## config.mk

```make
export PLATFORM = sky130hd
export DESIGN_NAME = frame_ext_sequencer
export DESIGN_NICKNAME = d
export VERILOG_FILES = /design/src/rtl/frame_ext_sequencer_pkg.sv /design/src/rtl/frame_ext_sequencer_border_line_counter.sv /design/src/rtl/frame_ext_sequencer.sv
export SDC_FILE = /design/constraint.sdc
export NUM_CORES = 1
export LEC_CHECK = 0
export BUFFER_PORTS_ARGS = -buffer_cell sky130_fd_sc_hd__buf_2
export CAP_MARGIN = 25
export CORE_ASPECT_RATIO = 1.5
export CORE_MARGIN = 2
export CORE_UTILIZATION = 25
export CTS_CLUSTER_DIAMETER = 200
export DETAILED_ROUTE_END_ITERATION = 12
export PLACE_DENSITY = 0.43
export SYNTH_ARGS = -nofsm -noshare
export SYNTH_HDL_FRONTEND = slang
export SYNTH_SLANG_ARGS = --single-unit
export TNS_END_PERCENT = 100
```

## constraint.sdc

```tcl
create_clock -name clk_i -period 3.8 [get_ports clk_i]
set_clock_uncertainty 0.1 [all_clocks]
set_input_delay 0.57 -clock clk_i [delete_from_list [all_inputs] [get_ports clk_i]]
set_output_delay 0.57 -clock clk_i [all_outputs]
set_load 0.02 [all_outputs]
```

## src/rtl/frame_ext_sequencer_pkg.sv

```systemverilog
// Shared state encoding, width helpers and shadow-config type for the
// frame extender line sequencer.
package frame_ext_pkg;

    typedef enum logic [2:0] {
        IDLE_S  = 3'd0,
        FIRST_S = 3'd1,
        TOP_S   = 3'd2,
        BODY_S  = 3'd3,
        BOT_S   = 3'd4
    } seq_state_t;

    // Shadow fields are wide enough for any height/border up to 65535.
    localparam int CFG_W = 16;

    typedef struct packed {
        logic [CFG_W-1:0] top;
        logic [CFG_W-1:0] bottom;
        logic [CFG_W-1:0] lines;
    } ext_cfg_t;

    function automatic int line_w(input int max_res_y);
        return $clog2(max_res_y + 1);
    endfunction

    function automatic int border_w(input int max_border);
        return $clog2(max_border + 1);
    endfunction

endpackage

```

## src/rtl/frame_ext_sequencer_border_line_counter.sv

```systemverilog
// Loadable down-counter with decrement-on-event; saturates at zero.
// Used for remaining source lines and remaining border replays.
module border_line_counter
    import frame_ext_pkg::*;
#(
    parameter int W = 8
) (
    input  logic         clk_i,
    input  logic         rst_i,
    input  logic         load_i,
    input  logic [W-1:0] load_val_i,
    input  logic         dec_i,
    output logic         is_last_o,
    output logic         is_zero_o
);

    logic [W-1:0] cnt_q, cnt_d;

    always_comb begin
        cnt_d = cnt_q;
        if (load_i)
            cnt_d = load_val_i;
        else if (dec_i && cnt_q != '0)
            cnt_d = cnt_q - W'(1);
    end

    always_ff @(posedge clk_i) begin
        if (rst_i) cnt_q <= '0;
        else       cnt_q <= cnt_d;
    end

    assign is_last_o = (cnt_q == W'(1));
    assign is_zero_o = (cnt_q == '0);

endmodule

```

## src/rtl/frame_ext_sequencer.sv

```systemverilog
// Line-level sequencer choosing passthrough vs. line-buffer replay for border duplication.
// Optional watchdog in replay states: define FRAME_EXT_SEQ_TIMEOUT_EN.
module frame_ext_sequencer
    import frame_ext_pkg::*;
#(
    parameter  int MAX_RES_Y   = 4096,
    parameter  int MAX_BORDER  = 64,
    parameter  int TIMEOUT_CYC = 65535,
    localparam int LINE_W      = line_w(MAX_RES_Y),
    localparam int BORDER_W    = border_w(MAX_BORDER),
    localparam int OUT_W       = LINE_W + BORDER_W + 1
) (
    input  logic                clk_i,
    input  logic                rst_i,
    input  logic                src_sof_i,
    input  logic                src_eol_i,
    input  logic                rep_eol_i,
    input  logic                buf_empty_i,
    input  logic [BORDER_W-1:0] cfg_top_i,
    input  logic [BORDER_W-1:0] cfg_bottom_i,
    input  logic [LINE_W-1:0]   cfg_lines_i,
    output logic                pass_en_o,
    output logic                pop_line_o,
    output logic                flush_line_o,
    output logic [OUT_W-1:0]    out_line_cnt_o,
    output logic                frame_done_o,
    output logic                err_o
);

    if (LINE_W > CFG_W || BORDER_W > CFG_W || TIMEOUT_CYC < 1) begin : g_cfg_guard
        $error("frame_ext_sequencer: unsupported parameter set");
    end

    seq_state_t       state_q, state_d;
    ext_cfg_t         cfg_q, cfg_d;
    logic             pass_en_q, pass_en_d, pop_q, pop_d;
    logic [OUT_W-1:0] out_cnt_q, out_cnt_d;
    logic             flush, done, err, start, go_last, pop_set, pop_clr, cnt_inc;
    logic             src_dec, src_last, src_zero, brd_load, brd_dec, brd_last, brd_zero;
    logic [CFG_W-1:0] brd_val;
    logic             wd_fire;

    border_line_counter #(.W(CFG_W)) u_src_cnt (
        .clk_i(clk_i), .rst_i(rst_i), .load_i(start), .load_val_i(cfg_d.lines),
        .dec_i(src_dec), .is_last_o(src_last), .is_zero_o(src_zero)
    );

    border_line_counter #(.W(CFG_W)) u_brd_cnt (
        .clk_i(clk_i), .rst_i(rst_i), .load_i(brd_load), .load_val_i(brd_val),
        .dec_i(brd_dec), .is_last_o(brd_last), .is_zero_o(brd_zero)
    );

`ifdef FRAME_EXT_SEQ_TIMEOUT_EN
    localparam int WD_W = $clog2(TIMEOUT_CYC + 1);
    logic [WD_W-1:0] wd_q, wd_d;
    logic            in_rep;

    assign in_rep  = (state_q == TOP_S) || (state_q == BOT_S);
    assign wd_fire = in_rep && !rep_eol_i && (wd_q == WD_W'(TIMEOUT_CYC - 1));
    assign wd_d    = (!in_rep || rep_eol_i || wd_fire) ? '0 : wd_q + WD_W'(1);

    always_ff @(posedge clk_i) begin
        if (rst_i) wd_q <= '0;
        else       wd_q <= wd_d;
    end
`else
    assign wd_fire = 1'b0;
`endif

    always_comb begin
        state_d = state_q;
        cfg_d   = cfg_q;
        flush   = 1'b0;  done    = 1'b0;  err      = 1'b0;
        start   = 1'b0;  go_last = 1'b0;  pop_set  = 1'b0;
        pop_clr = 1'b0;  cnt_inc = 1'b0;  src_dec  = 1'b0;
        brd_dec = 1'b0;  brd_load = 1'b0; brd_val  = cfg_q.top;

        if (src_sof_i && state_q != IDLE_S) err = 1'b1;

        case (state_q)
            IDLE_S: begin
                if (rep_eol_i) err = 1'b1;
                if (src_sof_i) begin
                    start   = 1'b1;
                    cfg_d   = '{top:    CFG_W'(cfg_top_i),
                                bottom: CFG_W'(cfg_bottom_i),
                                lines:  CFG_W'(cfg_lines_i)};
                    state_d = FIRST_S;
                end
            end
            FIRST_S: begin
                if (rep_eol_i) err = 1'b1;
                if (src_eol_i) begin
                    cnt_inc = 1'b1;
                    src_dec = 1'b1;
                    if (cfg_q.top != '0) begin
                        state_d  = TOP_S;
                        brd_load = 1'b1;
                        pop_set  = 1'b1;
                    end else if (cfg_q.lines == CFG_W'(1)) begin
                        go_last = 1'b1;
                    end else begin
                        flush   = 1'b1;
                        state_d = BODY_S;
                    end
                end
            end
            TOP_S, BOT_S: begin
                if (src_eol_i) err = 1'b1;
                if (rep_eol_i) begin
                    cnt_inc = 1'b1;
                    brd_dec = 1'b1;
                    if (!brd_last) begin
                        pop_set = !brd_zero;
                    end else if (state_q == BOT_S) begin
                        flush   = 1'b1;
                        done    = 1'b1;
                        state_d = IDLE_S;
                    end else if (!src_zero) begin
                        flush   = 1'b1;
                        state_d = BODY_S;
                    end else begin
                        // Single-line frame: the stored line carries straight into the bottom border.
                        go_last = 1'b1;
                    end
                end
            end
            BODY_S: begin
                if (rep_eol_i) err = 1'b1;
                if (src_eol_i) begin
                    cnt_inc = 1'b1;
                    src_dec = 1'b1;
                    if (src_last) go_last = 1'b1;
                    else          flush   = 1'b1;
                end
            end
            default: state_d = IDLE_S;
        endcase

        if (go_last) begin
            if (cfg_q.bottom != '0) begin
                state_d  = BOT_S;
                brd_load = 1'b1;
                brd_val  = cfg_q.bottom;
                pop_set  = 1'b1;
            end else begin
                flush   = 1'b1;
                done    = 1'b1;
                state_d = IDLE_S;
            end
        end

        if (wd_fire) begin
            state_d = IDLE_S;
            err     = 1'b1;
            flush   = 1'b1;
            done    = 1'b0;
            pop_set = 1'b0;
            pop_clr = 1'b1;
        end
    end

    assign pass_en_d = (state_d == IDLE_S) || (state_d == FIRST_S) || (state_d == BODY_S);
    // A fresh request wins over a stale "buffer busy" indication from the previous replay.
    assign pop_d     = pop_set ? 1'b1 : ((pop_clr || !buf_empty_i) ? 1'b0 : pop_q);
    assign out_cnt_d = start ? '0 : (cnt_inc ? out_cnt_q + OUT_W'(1) : out_cnt_q);

    always_ff @(posedge clk_i) begin
        if (rst_i) begin
            state_q   <= IDLE_S;
            cfg_q     <= '0;
            pass_en_q <= 1'b1;
            pop_q     <= 1'b0;
            out_cnt_q <= '0;
        end else begin
            state_q   <= state_d;
            cfg_q     <= cfg_d;
            pass_en_q <= pass_en_d;
            pop_q     <= pop_d;
            out_cnt_q <= out_cnt_d;
        end
    end

    assign flush_line_o   = flush & ~rst_i;
    assign frame_done_o   = done & ~rst_i;
    assign err_o          = err & ~rst_i;
    assign pop_line_o     = pop_q & ~flush_line_o;
    assign pass_en_o      = pass_en_q;
    assign out_line_cnt_o = out_cnt_q;

endmodule

```

Yosys cells after proc, flatten, opt, wreduce, memory -nomap -nowiden
Cells that the tools add are included.

Bits in registers: 88. Input bits: 33. Output and inout port bits: 26. Word-level logic and storage cells: 120.

$add $sub $neg: 3. Eq/ne operators: 10. Muxes and demuxes: 70. Bitwise logic cells: 6. Reductions and logical operators: 22.

Operator list (number): $mux 16 (6); $reduce_bool 16->1 (4); $eq 16x1->1 const B (3); $mux 1 (46); $logic_not 16->1 (2); $sub 16x1->16 const B (2); $mux 3 (10); $add 21x1->21 const B (1); $mux 7 (2); $pmux 3 s4 (1); $eq 3x2->1 const B (3); $eq 3x1->1 const B (2); $logic_not 3->1 (2); $pmux 1 s2 (3); $pmux 1 s3 (2); $reduce_or 2->1 (3); $and 1x1->1 (4); $reduce_bool 2->1 (2); $eq 3x3->1 const B (1); $logic_and 1x1->1 (3); $reduce_bool 3->1 (1); $reduce_or 3->1 (1); $logic_or 1x1->1 (2); $ne 2x1->1 const B (1); 3 further kinds (4).

Longest topological paths before layout
Depth in word-level cells: 11. Gate-level depth with buffers: 9. Gate-level depth less buffers: 8.

Modules after synthesis
A second synthesis with hierarchy kept.

Cell total of the unflattened synthesis: 572. Area, all modules: 4604.4 um2.

By module, submodules not included: frame_ext_sequencer (times used 1, cells an instance 328, area each 2655.0 um2, sequential area each 1121.1 um2); border_line_counter (times used 2, cells an instance 122, area each 974.7 um2, sequential area each 320.3 um2).

Worst setup path after synthesis
No wires, ideal clock.

Path type: register -> output. From: register u_brd_cnt.cnt_q[2]. To: output pop_line_o. Arrival: 2.283 ns. Data required time: 3.130 ns. Setup slack: 0.847 ns. Cell stages (with the launch flop): 7. Path buffers: 0. Cell sequence: dfxtp_1 or4_4 nor4_4 and3b_2 o21ai_0 a31oi_1 nor2b_1.

Longest elaborated chain between the ends: 9. Elaborated cells between the ends (all ways): 12. Classes of those cells: eq/ne (1); mux (8); bitwise (3).

RTL lines: start, declared (line frame_ext_sequencer_border_line_counter.sv:17) `logic [W-1:0] cnt_q, cnt_d;`; start signal, assigned (line frame_ext_sequencer_border_line_counter.sv:29) `else cnt_q <= cnt_d;`; $eq 16x1->1 (*) (line frame_ext_sequencer_border_line_counter.sv:32) `assign is_last_o = (cnt_q == W'(1));`; $mux 1 (line frame_ext_sequencer.sv:113) `if (!brd_last) begin`; $mux 1 (line frame_ext_sequencer.sv:110) `if (rep_eol_i) begin`; $pmux 1 s3 (line frame_ext_sequencer.sv:80) `case (state_q)`; $mux 1 (line frame_ext_sequencer.sv:141) `if (cfg_q.bottom != '0) begin`; $mux 1 (*) (line frame_ext_sequencer.sv:140) `if (go_last) begin`; $and 1x1->1 (*) (line frame_ext_sequencer.sv:184) `assign flush_line_o = flush & ~rst_i;`; net flush_line_o (line frame_ext_sequencer.sv:24) `output logic flush_line_o,`; $not 1->1 (*) (line frame_ext_sequencer.sv:187) `assign pop_line_o = pop_q & ~flush_line_o;`; $and 1x1->1 (*) (line frame_ext_sequencer.sv:187); end, declared (line frame_ext_sequencer.sv:23) `output logic pop_line_o,`.

Mark *: on every way through the listed nets, which the timed path passes. The rest lies on a longest branch.

Worst setup path in the final report
From: register u_src_cnt.cnt_q[2]. To: output pop_line_o.

Longest elaborated chain between the ends: 11. Elaborated cells between the ends (all ways): 21. Classes of those cells: eq/ne (1); mux (16); bitwise (3); reduce/logical (1).

RTL lines: start, declared (line frame_ext_sequencer_border_line_counter.sv:17); start signal, assigned (line frame_ext_sequencer_border_line_counter.sv:29); $logic_not 16->1 (line frame_ext_sequencer_border_line_counter.sv:33) `assign is_zero_o = (cnt_q == '0);`; $mux 1 (line frame_ext_sequencer.sv:119) `end else if (!src_zero) begin`; $mux 1 (line frame_ext_sequencer.sv:115) `end else if (state_q == BOT_S) begin`; $mux 1 (line frame_ext_sequencer.sv:113); $mux 1 (line frame_ext_sequencer.sv:110); $pmux 1 s3 (line frame_ext_sequencer.sv:80); $mux 1 (line frame_ext_sequencer.sv:141); $mux 1 (*) (line frame_ext_sequencer.sv:140); $and 1x1->1 (*) (line frame_ext_sequencer.sv:184); $not 1->1 (*) (line frame_ext_sequencer.sv:187); $and 1x1->1 (*) (line frame_ext_sequencer.sv:187).

Every way passes the cells marked *; elsewhere a longest branch is shown, timed or not.

==> out/metrics.yaml <==
root_buffer: "clkbuf_16"
fin_area_um2: 5040
fin_crit_ns: 3.39
hold_viol: 0
gp_congestion: 0.791
yosys.area.top_type: "dfxtp_1"
critPathKind: "reg2out"
synth-seq-area-share: 0.415
start_util: 0.254
grt_pass1_vias: 3668
num_io_pins: 59
power_mw: 2.29
hold_path.startpoint: "cfg_q[3]$_SDFF_PP0_"
ys_top_cells_by_count: "dfxtp_1 (88), nand2_1 (83), a21oi_1 (48), nor2_1 (48), xnor2_1 (26)"
place.port_buffers: 58
power_density_nw_per_um2: 455
synth_fp_nets: 560
die_width_um: 110
cp_max_fo: 8
vias: 3837
dpl.hpwl_mm: 8.30
r2r_cells: 6
p_leak_nw: 1.89
fill_cells: 1807
synth_cell_type_count: 51
fp.dieH_um: 164
synthesis.area_um2: 4240
rows: 58
grt_antenna_before_repair: 0
reg2reg_slack_ns: 1.29
yosysTopAreaCellShare: 0.415
ant_nets: 0
route.detailed.drc: 0
cts_hold_buffers: 0
drv_cap: 0
grt_pass1_wl_mm: 18.2
rsz0062_at_grt: "false"
cp_data_required_time_ns: 3.13
yosysMostFrequentCell: "dfxtp_1"
synth_warnings: 0
dpl_cell_area_um2: 4720
antenna-diode-count: 0
slew_headroom: 0.529
syn_inst: 520
setup_viol: 0
numCtsBuffers: 9
cp-end-kind: "primary output"
ys_ff_latch: 88
async_reset_ff_frac: 0
grt_remaining_overflow: 0
firstDrtPassIters: 4
holdPathEnd: "cfg_q[3]$_SDFF_PP0_"
nets: 609
finalMaxSlewViolations: 0
drt_iter0_markers: 200
cts_resized: 0
cts_tree: "built"
grt_usage: 0.130
avgSynthCellArea_um2: 8.16
drive_gt1_frac: 0.154
tightest_slew_ns: 0.700
setup_tns_ns: 0
irDropWorstVdd_mv: 0.186
htreeDepth: 3
reg2reg_to: "u_brd_cnt.cnt_q[2]$_SDFFE_PP0P_"
clk_latency_ns: 0.34
min_path_type: "reg2reg"
post_cts_buffers: 0
ys.flop_type: "dfxtp_1"
area_delta_synth_final_pct: 18.7
clk_pin_slew_ns: 0.06
coreArea_um2: 16700
grt_max_degree: 56
fin_crit_sh: 0.893
wl_per_cell_um: 14.4
cts.path.max_buffers: 2
r2r-start: "u_src_cnt.cnt_q[2]$_SDFFE_PP0P_"
netlist_top_cells_area: "dfxtp_1 (42%), nand2_1 (7.3%), a21oi_1 (5.7%), xnor2_1 (5.4%), nor2_1 (4.2%)"
cts_num_sinks: 88
status: "complete, no violations"
dieArea_um2: 18100
startpoint_type: "flip-flop"
arrival_ns: 2.72
detail_route.vias_per_cell: 4.90
synth_edf_count: 0
fmax_ghz: 0.295
min_path_cells: 2
drt_wl_total_mm: 11.2
layer usage:
metal  vias up  GRT usage  wire [µm]
met4         0     0.0426        155
met2        60      0.245       6130
met1      1825      0.142       4660
li1       1940          -          -
met3        12     0.0263        294
met5         -          0          0
critical path, stage by stage (launching register included):
cell and delay (ns):
dfxtp_1 0.35, nor4_1 0.55, nand4_1 0.43, and3b_2 0.38, o21ai_0 0.08, a31oi_1 0.34
nor2b_1 0.08, buf_2 0.17
metrics by stage:
step / util / cells / setup slack (ns) / hold WS [ns]
final: 0.302 / 783 / 0.407 / 0.356
after global routing: 0.302 / 783 / 0.101 / 0.368
after CTS: 0.300 / 782 / 0.370 / 0.354
after detailed placement: 0.283 / 767 / 0.749 / 0.351
after global placement: 0.283 / 767 / 0.769 / 0.344
after floorplan: - / 520 / 0.847 / 0.332
report_power, final:
part           total (mW)  internal (mW)  switching, mW
sequential           1.03          0.977         0.0570
clock               0.874          0.523          0.351
combinational       0.386          0.159          0.227
total                2.29           1.66          0.635
logic make-up (layout without fill, tap and decap cells):
kind of cell | Yosys count | count (layout) | synth area share
adders and majority gates | 7 | 7 | 0.0206
muxes | 1 | 1 | 0.00236
buffers and inverters | 35 | 88 | 0.0339
DFF | 88 | 88 | 0.415
AOI/OAI and AO/OA | 99 | 99 | 0.150
xor gates and xnor gates | 41 | 41 | 0.0846
and+or+nand+nor | 249 | 249 | 0.293
how the worst max path moves through the flow:
stage	start	depth (start not counted)	end	slack, ns
final	u_src_cnt.cnt_q[2]$_SDFFE_PP0P_	7	pop_line_o	0.41
after global placement	u_brd_cnt.cnt_q[2]$_SDFFE_PP0P_	7	frame_done_o	0.77
after CTS	u_brd_cnt.cnt_q[2]$_SDFFE_PP0P_	7	frame_done_o	0.37
after detailed placement	u_brd_cnt.cnt_q[2]$_SDFFE_PP0P_	7	frame_done_o	0.75
after global routing	u_src_cnt.cnt_q[2]$_SDFFE_PP0P_	7	pop_line_o	0.10
after floorplan	u_brd_cnt.cnt_q[2]$_SDFFE_PP0P_	6	pop_line_o	0.85
cells in the final DEF, fill, tap and decap left out, types with 7 or more instances in the layout:
master,n
dfxtp_1,88
nand2_1,83
buf_2,58
nor2_1,48
a21oi_1,48
xnor2_1,26
nand3_1,20
nor3_1,19
xor2_1,15
nor4_1,14
nand4_1,13
o21ai_0,13
clkbuf_16,10
inv_1,9
and3_1,9
or3_1,8
ha_1,7
sequential cells by signal (all words and copies together), names as in the netlist:
register,cells
pop_q,1
cfg_q,30
pass_en_o,1
state_q,3
u_brd_cnt.cnt_q,16
out_line_cnt_o,21
u_src_cnt.cnt_q,16
cell type report:
type	count	area (µm²)	area share
Inverter	9	33.8	0.00670
Sequential cell	88	1760	0.350
Timing Repair Buffer	64	353	0.0700
Clock inverter	3	42.5	0.00844
Multi-Input combinational cell	397	2340	0.464
Clock buffer	12	246	0.0489
Tap cell	210	263	0.0521
(Power assumes the default switching activity.)
